`src/rtl/final_state_mc_if.sv`:
```
// Bus bundle for final_state_mc: per-channel activity/done inputs and
// aggregate completion/idle status outputs.
interface final_state_mc_if #(
  parameter int unsigned NUM_CH = 2,
  parameter int unsigned CNT_W  = 8
) ();

  logic [NUM_CH-1:0] read_i;
  logic [NUM_CH-1:0] write_i;
  logic [NUM_CH-1:0] idle_i;
  logic [NUM_CH-1:0] done_i;
  logic              clr_i;
  logic [NUM_CH-1:0] done_o;
  logic              all_done_o;
  logic [CNT_W-1:0]  done_cnt_o;
  logic              idle_o;

  // Datapath side drives activity and done strobes, observes status.
  modport master (
    output read_i, write_i, idle_i, done_i, clr_i,
    input  done_o, all_done_o, done_cnt_o, idle_o
  );

  // Status block side.
  modport slave (
    input  read_i, write_i, idle_i, done_i, clr_i,
    output done_o, all_done_o, done_cnt_o, idle_o
  );

endinterface

```
`src/rtl/final_state_mc.sv`:
```
// Completion/idle status block at the tail of the read/write datapath.
// Delays per-channel done strobes, collects them into a sticky set that
// fires a single all-done pulse plus a wrapping counter, and drives an
// aggregate idle flag that drops instantly on activity but only rises
// after a programmable quiet period.
module final_state_mc #(
  parameter int unsigned NUM_CH        = 2,
  parameter int unsigned DONE_DLY      = 2,
  parameter int unsigned IDLE_RISE_DLY = 2,
  parameter int unsigned CNT_W         = 8
) (
  input logic             clk,
  input logic             rst_n,
  final_state_mc_if.slave bus
);

  localparam int unsigned QW = $clog2(IDLE_RISE_DLY + 1);

  typedef enum logic [1:0] {StIdle, StBusy, StDrain} state_e;

  logic [NUM_CH-1:0][DONE_DLY-1:0] r_pipe;
  logic [NUM_CH-1:0][DONE_DLY-1:0] w_pipe_d;
  logic [NUM_CH-1:0]               w_done_o;
  logic [NUM_CH-1:0]               r_seen;
  logic [NUM_CH-1:0]               w_seen_nxt;
  logic                            w_all;
  logic                            r_all_done;
  logic [CNT_W-1:0]                r_cnt;
  logic                            w_act;
  state_e                          r_state;
  state_e                          w_state_d;
  logic [QW-1:0]                   r_quiet;
  logic [QW-1:0]                   w_quiet_d;

  // Shift each channel's done strobe one stage deeper per cycle.
  always_comb begin
    w_pipe_d = '0;
    for (int c = 0; c < int'(NUM_CH); c++) begin
      w_pipe_d[c][0] = bus.done_i[c];
      for (int k = 1; k < int'(DONE_DLY); k++) begin
        w_pipe_d[c][k] = r_pipe[c][k-1];
      end
    end
  end

  // Last pipe stage is the delayed strobe.
  always_comb begin
    w_done_o = '0;
    for (int c = 0; c < int'(NUM_CH); c++) begin
      w_done_o[c] = r_pipe[c][DONE_DLY-1];
    end
  end

  // Sticky completion set; a delayed done landing with clr_i is kept.
  always_comb begin
    w_seen_nxt = (bus.clr_i ? '0 : r_seen) | w_done_o;
    w_all      = (&w_seen_nxt) & ~bus.clr_i;
    w_act      = (|bus.read_i) | (|bus.write_i) | (|w_done_o) | (|(~bus.idle_i));
  end

  // Pipe, sticky set, all-done pulse and completion counter.
  always_ff @(posedge clk or negedge rst_n) begin
    if (!rst_n) begin
      r_pipe     <= '0;
      r_seen     <= '0;
      r_all_done <= 1'b0;
      r_cnt      <= '0;
    end else begin
      r_pipe     <= w_pipe_d;
      // Emptying the set on the firing cycle keeps one collection to one pulse.
      r_seen     <= w_all ? '0 : w_seen_nxt;
      r_all_done <= w_all;
      r_cnt      <= r_cnt + CNT_W'(w_all);
    end
  end

  // Idle FSM state and quiet-period counter.
  always_ff @(posedge clk or negedge rst_n) begin
    if (!rst_n) begin
      r_state <= StIdle;
      r_quiet <= '0;
    end else begin
      r_state <= w_state_d;
      r_quiet <= w_quiet_d;
    end
  end

  // Next-state: any activity returns to busy; idle only after a full quiet run.
  always_comb begin
    w_state_d = r_state;
    w_quiet_d = r_quiet;
    unique case (r_state)
      StIdle: begin
        if (w_act) begin
          w_state_d = StBusy;
        end
      end
      StBusy: begin
        if (!w_act) begin
          w_state_d = StDrain;
          w_quiet_d = QW'(1);
        end
      end
      StDrain: begin
        if (w_act) begin
          w_state_d = StBusy;
          w_quiet_d = '0;
        end else if (r_quiet == QW'(IDLE_RISE_DLY)) begin
          w_state_d = StIdle;
          w_quiet_d = '0;
        end else begin
          w_quiet_d = r_quiet + QW'(1);
        end
      end
      default: begin
        w_state_d = StIdle;
        w_quiet_d = '0;
      end
    endcase
  end

  assign bus.done_o     = w_done_o;
  assign bus.all_done_o = r_all_done;
  assign bus.done_cnt_o = r_cnt;
  // Activity masks idle combinationally so the fall has zero latency.
  assign bus.idle_o     = (r_state == StIdle) & ~w_act;

endmodule

```
`src/flat_wrapper.sv`:
```
// flat-port wrapper written by rule: the top's interface ports become plain ports
module final_state_mc_flat 
#(
  parameter int unsigned NUM_CH        = 2,
  parameter int unsigned DONE_DLY      = 2,
  parameter int unsigned IDLE_RISE_DLY = 2,
  parameter int unsigned CNT_W         = 8
)
  (clk, rst_n, bus_read_i, bus_write_i, bus_idle_i, bus_done_i, bus_clr_i, bus_done_o, bus_all_done_o, bus_done_cnt_o, bus_idle_o);
  final_state_mc_if #(.NUM_CH(NUM_CH), .CNT_W(CNT_W)) bus_i ();
  input logic clk;
  input logic rst_n;
  input wire logic [$bits(bus_i.read_i)-1:0] bus_read_i;
  input wire logic [$bits(bus_i.write_i)-1:0] bus_write_i;
  input wire logic [$bits(bus_i.idle_i)-1:0] bus_idle_i;
  input wire logic [$bits(bus_i.done_i)-1:0] bus_done_i;
  input wire logic [$bits(bus_i.clr_i)-1:0] bus_clr_i;
  output wire logic [$bits(bus_i.done_o)-1:0] bus_done_o;
  output wire logic [$bits(bus_i.all_done_o)-1:0] bus_all_done_o;
  output wire logic [$bits(bus_i.done_cnt_o)-1:0] bus_done_cnt_o;
  output wire logic [$bits(bus_i.idle_o)-1:0] bus_idle_o;
  assign bus_i.read_i = bus_read_i;
  assign bus_i.write_i = bus_write_i;
  assign bus_i.idle_i = bus_idle_i;
  assign bus_i.done_i = bus_done_i;
  assign bus_i.clr_i = bus_clr_i;
  assign bus_done_o = bus_i.done_o;
  assign bus_all_done_o = bus_i.all_done_o;
  assign bus_done_cnt_o = bus_i.done_cnt_o;
  assign bus_idle_o = bus_i.idle_o;
  final_state_mc #(.NUM_CH(NUM_CH), .DONE_DLY(DONE_DLY), .IDLE_RISE_DLY(IDLE_RISE_DLY), .CNT_W(CNT_W)) u_core (.clk(clk), .rst_n(rst_n), .bus(bus_i));
endmodule
```
`config.mk`:
```
export PLATFORM = sky130hd
export DESIGN_NAME = final_state_mc_flat
export DESIGN_NICKNAME = d
export VERILOG_FILES = /design/src/rtl/final_state_mc_if.sv /design/src/rtl/final_state_mc.sv /design/src/flat_wrapper.sv
export SDC_FILE = /design/constraint.sdc
export NUM_CORES = 1
export LEC_CHECK = 0
export CAP_MARGIN = 20
export CORE_AREA = 2 2 50 52
export CTS_CLUSTER_DIAMETER = 150
export DETAILED_ROUTE_END_ITERATION = 7
export DIE_AREA = 0 0 52 54
export DONT_BUFFER_PORTS = 1
export PLACE_DENSITY = 0.48
export SLEW_MARGIN = 20
export SYNTH_ARGS = -nofsm -noshare
export SYNTH_HDL_FRONTEND = slang
export SYNTH_SLANG_ARGS = --single-unit
```
`constraint.sdc`:
```
create_clock -name clk -period 2.65 [get_ports clk]
set_input_delay 0.53 -clock clk [delete_from_list [all_inputs] [get_ports clk]]
set_output_delay 0.53 -clock clk [all_outputs]
set_load 0.005 [all_outputs]
```
==> flow_metrics.env, run 1 <==
export IMPL_status="completed"
export IMPL_tightestPinTransition_ns=0.812
export IMPL_power_uw=704
export IMPL_drt_wirelength_per_cell_um=12.7
export IMPL_startpoint_type="flop"
export IMPL_clk_pin_slew_worst_paths_ns=0.11
export IMPL_period_share_pct=68.6
export IMPL_arrival_ns=1.29
export IMPL_ant_nets=0
export IMPL_final_setup_tns_ns=0
export IMPL_yosysMostFrequentCell="dfrtp_1"
export IMPL_vias=518
export IMPL_synthToLayoutAreaGrowth_pct=7.19
export IMPL_htreeDepth=1
export IMPL_post_cts_resized=0
export IMPL_via_per_inst=4.93
export IMPL_power_density_mw_per_mm2=786
export IMPL_crit_path_max_incr_delay_ns=0.43
export IMPL_clock_sinks=19
export IMPL_final_cell_area_um2=896
export IMPL_rsz0062_at_grt="no"
export IMPL_ios=23
export IMPL_ys_warn_count=0
export IMPL_numCtsBuffers=3
export IMPL_clock_tree_root_cell="clkbuf_4"
export IMPL_clockBufferDepth=2
export IMPL_drc_errors=0
export IMPL_synth_seq_area_share_pct=56.9
export IMPL_antenna_cells=0
export IMPL_critPathTopFamily="flip-flops"
export IMPL_core_mm2=0.00232
export IMPL_drive_above_1_share_pct=8.00
export IMPL_ys_flop_type="dfrtp_1"
export IMPL_hold_violations=0
export IMPL_ys_ff_latch=19
export IMPL_path_class="reg2out"
export IMPL_syn_mean_instance_area_um2=11.6
export IMPL_fin_skew_ns=0.00849
export IMPL_cp_max_fo=6
export IMPL_grt_max_degree=20
export IMPL_crit_slowest_cell="dfrtp_1"
export IMPL_hpwl_um=1020
export IMPL_cts_tree="yes"
export IMPL_gp_congestion=0.668
export IMPL_final_util_pct=38.6
export IMPL_synthCells=72
export IMPL_syn_num_nets=89
export IMPL_yosysTopAreaCellShare_pct=56.9
export IMPL_grt_usage_pct=10.9
export IMPL_maxCapViolCount=0
export IMPL_async_flop_share_pct=100
export IMPL_synth_edf_count=0
export IMPL_cp_buffers_inverters=2
export IMPL_hold_class="in2reg"
export IMPL_setup_viol=0
export IMPL_worstPathRequired_ns=2.12
export IMPL_cts_hold_buf=1
export IMPL_crit_chain="inv_1, ha_1, inv_1, nor2_1"
export IMPL_drv_slew=0
export IMPL_netlist_area_um2=836
export IMPL_synth_area_leader_cell="dfrtp_1"
export IMPL_power_leakage_nw=0.419
export IMPL_first_pass_iters=4
export IMPL_die_h_um=54
export IMPL_regToRegSetupSlack_ns=1.03
export IMPL_dpl_cell_area_um2=858
export IMPL_port_buffers=0
export IMPL_routed_wl_um=1330
export IMPL_end_kind="primary output"
export IMPL_die_area_mm2=0.00281
export IMPL_vdd_drop_max_v=0.000401
export IMPL_max_slew_margin_pct=45.7
export IMPL_nets=93
export IMPL_antenna_found_initial=0
export IMPL_post_cts_buffers=0
export IMPL_synth_area_top_cells="dfrtp_1 (57%), ha_1 (9.0%), xnor2_1 (4.2%)"
export IMPL_crit_path_frequent_cell="inv_1"
export IMPL_dr_first_iter_drc_count=8
export IMPL_ys_types=22
export IMPL_fp_dieW_um=52
export IMPL_initial_core_util_pct=36.0
export IMPL_clk_latency_ns=0.29
export IMPL_synthTopCellsByCount="dfrtp_1 (19), nor2_1 (7), ha_1 (6), inv_1 (6), nand3_1 (5)"
export IMPL_fmax_mhz=550
export IMPL_first_global_vias=526
export IMPL_min_period_ns=1.82
export IMPL_grt_overflow=0
export IMPL_grt_pass1_wl_um=2220
export IMPL_fp_row_count=18
metal layers:
layer  part of all wire (%)  vias up  global-route usage [%]
met1                     41      256                    13.5
met3                    3.7        2                    1.94
met4                   0.90        0                    7.89
li1                       -      252                       -
met2                     54        8                    17.3
met5                      0        -                       0
cell families after synthesis:
| logic type | after synthesis | share of synthesized area (%) |
|---|---|---|
| flip-flops | 19 | 56.9 |
| buffers and inverters | 8 | 4.49 |
| AND/OR/NAND/NOR | 21 | 13.9 |
| AO/OA/AOI/OAI | 12 | 9.43 |
| XOR/XNOR | 6 | 6.29 |
| adder cells (fa/ha/maj) | 6 | 8.98 |
registers in the layout (all words and copies together), names as in the netlist:
name,flops
u_core.r_state,2
u_core.r_quiet,2
u_core.r_pipe,2
u_core.bus.all_done_o,1
u_core.r_seen,2
u_core.bus.done_o,2
u_core.bus.done_cnt_o,8
worst paths after layout:
kind,cells past startpoint,start,endpoint
worst max register to register,7,u_core.bus.done_o[0]$_DFF_PN0_,u_core.bus.done_cnt_o[7]$_DFF_PN0_
worst min-delay path,0,bus_done_i[0],u_core.r_pipe[0]$_DFF_PN0_
worst min register to register,0,u_core.r_pipe[0]$_DFF_PN0_,u_core.bus.done_o[0]$_DFF_PN0_
min in group asynchronous,1,rst_n,u_core.bus.done_o[0]$_DFF_PN0_
worst max-delay path,4,u_core.r_state[0]$_DFFE_PN0P_,bus_idle_o
max in group asynchronous,1,rst_n,u_core.r_quiet[1]$_DFFE_PN0P_
report_power, final:
group | switching [mW] | internal, mW
sequential | 0.0634 | 0.346
combinational | 0.0861 | 0.0669
clock | 0.0856 | 0.0561
total | 0.235 | 0.469
per-stage QoR:
step | setup slack, ns | cells | hold slack [ns]
after floorplan | 0.972 | 72 | 0.234
after global placement | 0.909 | 100 | 0.235
after detailed placement | 0.893 | 100 | 0.235
after CTS | 0.815 | 105 | 0.240
after global routing | 0.718 | 105 | 0.229
final | 0.833 | 105 | 0.251
area by class of cell:
cell class	instances	area [um^2]
clock inverter	1	5.00
multi-input combinational	45	323
clock buffer	3	22.5
inverter	6	22.5
tap	30	37.5
sequential	19	475
fill	225	1420
timing repair buffer	1	10.0
cells in the final DEF (no fill, tap or decap), drive strengths merged:
cell | Yosys | final
dfrtp | 19 | 19
nor2 | 7 | 7
inv | 6 | 6
ha | 6 | 6
nand3 | 5 | 5
a21oi | 4 | 4
xnor2 | 4 | 4
and3 | 3 | 3
clkbuf | 0 | 3
xor2 | 2 | 2
o32ai | 2 | 2
o21ai | 2 | 2
o21a | 1 | 1
nor4 | 1 | 1
nand4 | 1 | 1
nand2b | 1 | 1
o21bai | 1 | 1
nand2 | 1 | 1
o2bb2ai | 1 | 1
nor3 | 1 | 1
and2 | 1 | 1
o31ai | 1 | 1
clkinv | 0 | 1
dlygate4sd3 | 0 | 1
Note: power is estimated with default switching activity, not from simulation.
==> inputs of run 2 (changes only) <==
--- a/config.mk
+++ b/config.mk
@@ -11,7 +11,7 @@
 export DETAILED_ROUTE_END_ITERATION = 7
 export DIE_AREA = 0 0 52 54
 export DONT_BUFFER_PORTS = 1
-export PLACE_DENSITY = 0.48
+export PLACE_DENSITY = 0.5
 export SLEW_MARGIN = 20
 export SYNTH_ARGS = -nofsm -noshare
 export SYNTH_HDL_FRONTEND = slang
==> constraint.sdc (replaced) <==
create_clock -name clk -period 1.5 [get_ports clk]
set_input_delay 0.3 -clock clk [delete_from_list [all_inputs] [get_ports clk]]
set_output_delay 0.3 -clock clk [all_outputs]
set_load 0.005 [all_outputs]
==> flow_metrics.env, run 2 (same netlist as run 1, synthesis figures left out) <==
export IMPL_htreeDepth=1
export IMPL_rsz0062_at_grt="yes"
export IMPL_final_setup_tns_ns=0
export IMPL_clock_tree_root_cell="clkbuf_4"
export IMPL_gp_congestion=0.722
export IMPL_drt_wirelength_per_cell_um=13.3
export IMPL_min_period_ns=1.46
export IMPL_vdd_drop_max_v=0.000947
export IMPL_grt_overflow=0
export IMPL_core_mm2=0.00232
export IMPL_antenna_found_initial=0
export IMPL_maxCapViolCount=0
export IMPL_setup_viol=0
export IMPL_drive_above_1_share_pct=21.8
export IMPL_drc_errors=0
export IMPL_grt_pass1_wl_um=2300
export IMPL_crit_path_max_incr_delay_ns=0.41
export IMPL_nets=96
export IMPL_clk_latency_ns=0.29
export IMPL_path_class="reg2out"
export IMPL_first_pass_iters=2
export IMPL_dpl_worst_slack_ns=0.0617
export IMPL_synthToLayoutAreaGrowth_pct=18.3
export IMPL_end_kind="primary output"
export IMPL_power_mw=1.35
export IMPL_clock_sinks=19
export IMPL_status="completed"
export IMPL_final_cell_area_um2=988
export IMPL_max_slew_margin_pct=46.8
export IMPL_cp_buffers_inverters=1
export IMPL_dr_first_iter_drc_count=1
export IMPL_fp_dieW_um=52
export IMPL_hold_class="in2reg"
export IMPL_critPathTopFamily="flip-flops"
export IMPL_die_area_mm2=0.00281
export IMPL_crit_chain="buf_6, nor2_4, nand4_4, nor2_4"
export IMPL_ant_nets=0
export IMPL_initial_core_util_pct=36.0
export IMPL_grt_usage_pct=11.1
export IMPL_hold_violations=0
export IMPL_final_util_pct=42.6
export IMPL_crit_slowest_cell="dfrtp_1"
export IMPL_antenna_cells=0
export IMPL_hold_ws_ns=0.0329
export IMPL_routed_wl_um=1440
export IMPL_crit_path_frequent_cell="nor2_4"
export IMPL_grt_max_degree=20
export IMPL_period_share_pct=97.5
export IMPL_power_leakage_nw=0.425
export IMPL_die_h_um=54
export IMPL_fill_cells=220
export IMPL_fp_row_count=18
export IMPL_layout_commonest_cell="dfrtp_1"
export IMPL_vias=523
export IMPL_arrival_ns=1.16
export IMPL_numCtsBuffers=3
export IMPL_power_density_mw_per_mm2=1370
export IMPL_drv_slew=0
export IMPL_hpwl_um=1060
export IMPL_fin_skew_ns=0.00656
export IMPL_first_global_vias=534
export IMPL_clockBufferDepth=2
export IMPL_worst_path_stages=4
export IMPL_clk_pin_slew_worst_paths_ns=0.09
export IMPL_cts_tree="yes"
export IMPL_place_inst=101
export IMPL_ios=23
export IMPL_ff2ff_path_depth=7
export IMPL_final_cell_mix="dfrtp_1 (19), nor2_1 (5), nand3_1 (5)"
export IMPL_cp_max_fo=3
export IMPL_via_per_inst=4.84
export IMPL_stdcell_count=108
export IMPL_regToRegSetupSlack_ns=0.05
export IMPL_largest_reg_flops=8
export IMPL_tightestPinTransition_ns=0.795
export IMPL_fin_ws_ns=0.0377
export IMPL_dpl_cell_area_um2=866
export IMPL_startpoint_type="flop"
export IMPL_port_buffers=0
export IMPL_worstPathRequired_ns=1.20
export IMPL_whs_path_depth=0
export IMPL_fmax_mhz=684
run 2: cell count changes in the layout (fill, tap and decap cells not counted), sizes merged:
cell | previous run | this run
buf | 0 | 3
run 2: power by group:
group | switching, mW | leakage, nW | internal [mW] | total, mW
clock | 0.144 | 0.0177 | 0.0991 | 0.243
combinational | 0.186 | 0.168 | 0.175 | 0.361
sequential | 0.134 | 0.240 | 0.612 | 0.746
run 2: final cells by class:
type / instances / area [um^2] / share of cell area [%]
inverter: 6 / 22.5 / 2.28
tap: 30 / 37.5 / 3.80
clock inverter: 1 / 5.00 / 0.506
multi-input combinational: 45 / 389 / 39.4
sequential: 19 / 475 / 48.1
timing repair buffer: 4 / 36.3 / 3.67
clock buffer: 3 / 22.5 / 2.28
run 2: repair_timing:
item,4_1_cts,5_1_grt
pin swaps,1,2
endpoints found under the setup margin,1,7
hold buffers,1,0
setup buffers,1,1
endpoints found under the hold margin,19,0
resized for setup,5,10
run 2: path summary, 6_finish.rpt:
kind | from | end
max | u_core.bus.done_o[0]$_DFF_PN0_ | bus_idle_o
min | bus_done_i[0] | u_core.r_pipe[0]$_DFF_PN0_
max reg2reg | u_core.bus.done_o[0]$_DFF_PN0_ | u_core.bus.done_cnt_o[5]$_DFF_PN0_
min reg2reg | u_core.r_pipe[2]$_DFF_PN0_ | u_core.bus.done_o[1]$_DFF_PN0_
max in group asynchronous | rst_n | u_core.bus.done_o[0]$_DFF_PN0_
min in group asynchronous | rst_n | u_core.bus.done_cnt_o[2]$_DFF_PN0_
run 2: routing by layer:
layer | track usage, % | vias up | wire [um]
met5 | 0 | - | 0
met4 | 6.58 | 0 | 19
met1 | 12.5 | 254 | 575
met3 | 2.22 | 2 | 63
li1 | - | 259 | -
met2 | 19.4 | 8 | 782
==> inputs of run 3 (changes only) <==
--- a/config.mk
+++ b/config.mk
@@ -6,12 +6,12 @@
 export NUM_CORES = 1
 export LEC_CHECK = 0
 export CAP_MARGIN = 20
-export CORE_AREA = 2 2 50 52
+export CORE_AREA = 2 2 43 45
 export CTS_CLUSTER_DIAMETER = 150
 export DETAILED_ROUTE_END_ITERATION = 7
-export DIE_AREA = 0 0 52 54
+export DIE_AREA = 0 0 45 47
 export DONT_BUFFER_PORTS = 1
-export PLACE_DENSITY = 0.5
+export PLACE_DENSITY = 0.66
 export SLEW_MARGIN = 20
 export SYNTH_ARGS = -nofsm -noshare
 export SYNTH_HDL_FRONTEND = slang
==> flow_metrics.env, run 3 (same netlist as run 1, synthesis figures left out) <==
export IMPL_gp_congestion=0.684
export IMPL_antenna_cells=0
export IMPL_place_inst=88
export IMPL_die_area_mm2=0.00212
export IMPL_power_density_mw_per_mm2=1390
export IMPL_grt_max_degree=20
export IMPL_setup_viol=0
export IMPL_vdd_drop_max_v=0.000881
export IMPL_power_mw=1.31
export IMPL_via_per_inst=5.48
export IMPL_path_class="reg2reg"
export IMPL_first_pass_iters=4
export IMPL_status="completed"
export IMPL_clock_sinks=19
export IMPL_antenna_found_initial=0
export IMPL_port_buffers=0
export IMPL_clockBufferDepth=2
export IMPL_hold_class="in2reg"
export IMPL_layout_commonest_cell="dfrtp_1"
export IMPL_initial_core_util_pct=50.6
export IMPL_cp_max_fo=3
export IMPL_fp_dieW_um=45
export IMPL_clk_latency_ns=0.28
export IMPL_fin_skew_ns=0.00371
export IMPL_nets=97
export IMPL_period_share_pct=97.4
export IMPL_largest_reg_flops=8
export IMPL_fill_cells=137
export IMPL_drc_errors=0
export IMPL_min_period_ns=1.46
export IMPL_cts_tree="yes"
export IMPL_routed_wl_um=1340
export IMPL_rsz0062_at_grt="yes"
export IMPL_grt_overflow=0
export IMPL_drt_wirelength_per_cell_um=13.9
export IMPL_power_leakage_nw=0.426
export IMPL_max_slew_margin_pct=47.1
export IMPL_final_cell_mix="dfrtp_1 (19), nor2_1 (6), nand3_1 (5)"
export IMPL_vias=526
export IMPL_dr_first_iter_drc_count=7
export IMPL_fp_row_count=15
export IMPL_synthToLayoutAreaGrowth_pct=12.9
export IMPL_worstPathRequired_ns=1.68
export IMPL_ant_nets=0
export IMPL_die_h_um=47
export IMPL_startpoint_type="flop"
export IMPL_tightestPinTransition_ns=0.790
export IMPL_arrival_ns=1.64
export IMPL_drive_above_1_share_pct=20.3
export IMPL_numCtsBuffers=3
export IMPL_hold_violations=0
export IMPL_drv_slew=0
export IMPL_end_kind="flop"
export IMPL_htreeDepth=1
export IMPL_core_mm2=0.00165
export IMPL_maxCapViolCount=0
export IMPL_hpwl_um=977
export IMPL_clock_tree_root_cell="clkbuf_4"
export IMPL_grt_usage_pct=13.9
export IMPL_clk_pin_slew_worst_paths_ns=0.10
export IMPL_stdcell_count=96
export IMPL_grt_pass1_wl_um=2020
export IMPL_first_global_vias=492
export IMPL_ios=23
export IMPL_fmax_mhz=685
==> run 3: repair_timing <==
action	in CTS	in global routing
hold endpoints to repair	19	0
pin swaps	1	2
resized for setup	3	6
endpoints found under the setup margin	1	6
hold buffers	1	0
gates cloned	0	0
buffers inserted	1	2
==> run 3: area by class of cell <==
cell class                 instances  area (um^2)  share of cell area (%)
sequential                        19          475                    50.4
inverter                           6         22.5                    2.39
timing repair buffer               5         40.0                    4.24
clock buffer                       4         26.3                    2.79
multi-input combinational         45          358                    37.9
tap                               17         21.3                    2.25
==> run 3: stage by stage <==
stage                     instance area, um^2  utilization, %  hold slack (ns)  TNS (ns)  setup WS, ns
after CTS                                 908            55.0           0.0324         0       0.00160
after global routing                      943            57.1           0.0105    -0.108       -0.0523
final                                     943            57.1           0.0368         0        0.0396
after floorplan                           836               -          0.00441         0         0.132
after global placement                    850            51.4          0.00471         0        0.0885
after detailed placement                  850            51.4          0.00477         0        0.0240
==> run 3: final timing paths <==
check | cells past startpoint | slack (ns) | to | start
setup / recovery | 7 | 0.04 | u_core.bus.done_cnt_o[5]$_DFF_PN0_ | u_core.r_seen[0]$_DFF_PN0_
hold / removal | 0 | 0.04 | u_core.r_pipe[0]$_DFF_PN0_ | bus_done_i[0]
setup reg to reg | 7 | 0.04 | u_core.bus.done_cnt_o[5]$_DFF_PN0_ | u_core.r_seen[0]$_DFF_PN0_
hold reg to reg | 0 | 0.36 | u_core.bus.done_o[0]$_DFF_PN0_ | u_core.r_pipe[0]$_DFF_PN0_
max in group asynchronous | 1 | 0.48 | u_core.bus.done_o[1]$_DFF_PN0_ | rst_n
min in group asynchronous | 1 | 0.53 | u_core.bus.done_cnt_o[6]$_DFF_PN0_ | rst_n
==> run 3: layer usage <==
metal  GRT usage (%)  share of wire [%]  vias to the layer above
li1                -                  -                      260
met1            16.8                 44                      253
met2            22.0                 49                       11
met3            5.00                5.3                        2
met4            7.06                1.1                        0
met5               0                  0                        -
==> run 3: critical path: stages (launching register included) <==
cell     delay (ns)
dfrtp_1        0.37
nor2_1         0.05
nor2_1         0.13
o21a_1         0.16
ha_2           0.20
and3_4         0.21
nand3_1        0.09
xnor2_1        0.14
==> run 3: report_power, final <==
part           internal, mW  total, mW  switching [mW]
combinational         0.159      0.327           0.168
clock                 0.103      0.244           0.141
sequential            0.612      0.735           0.123
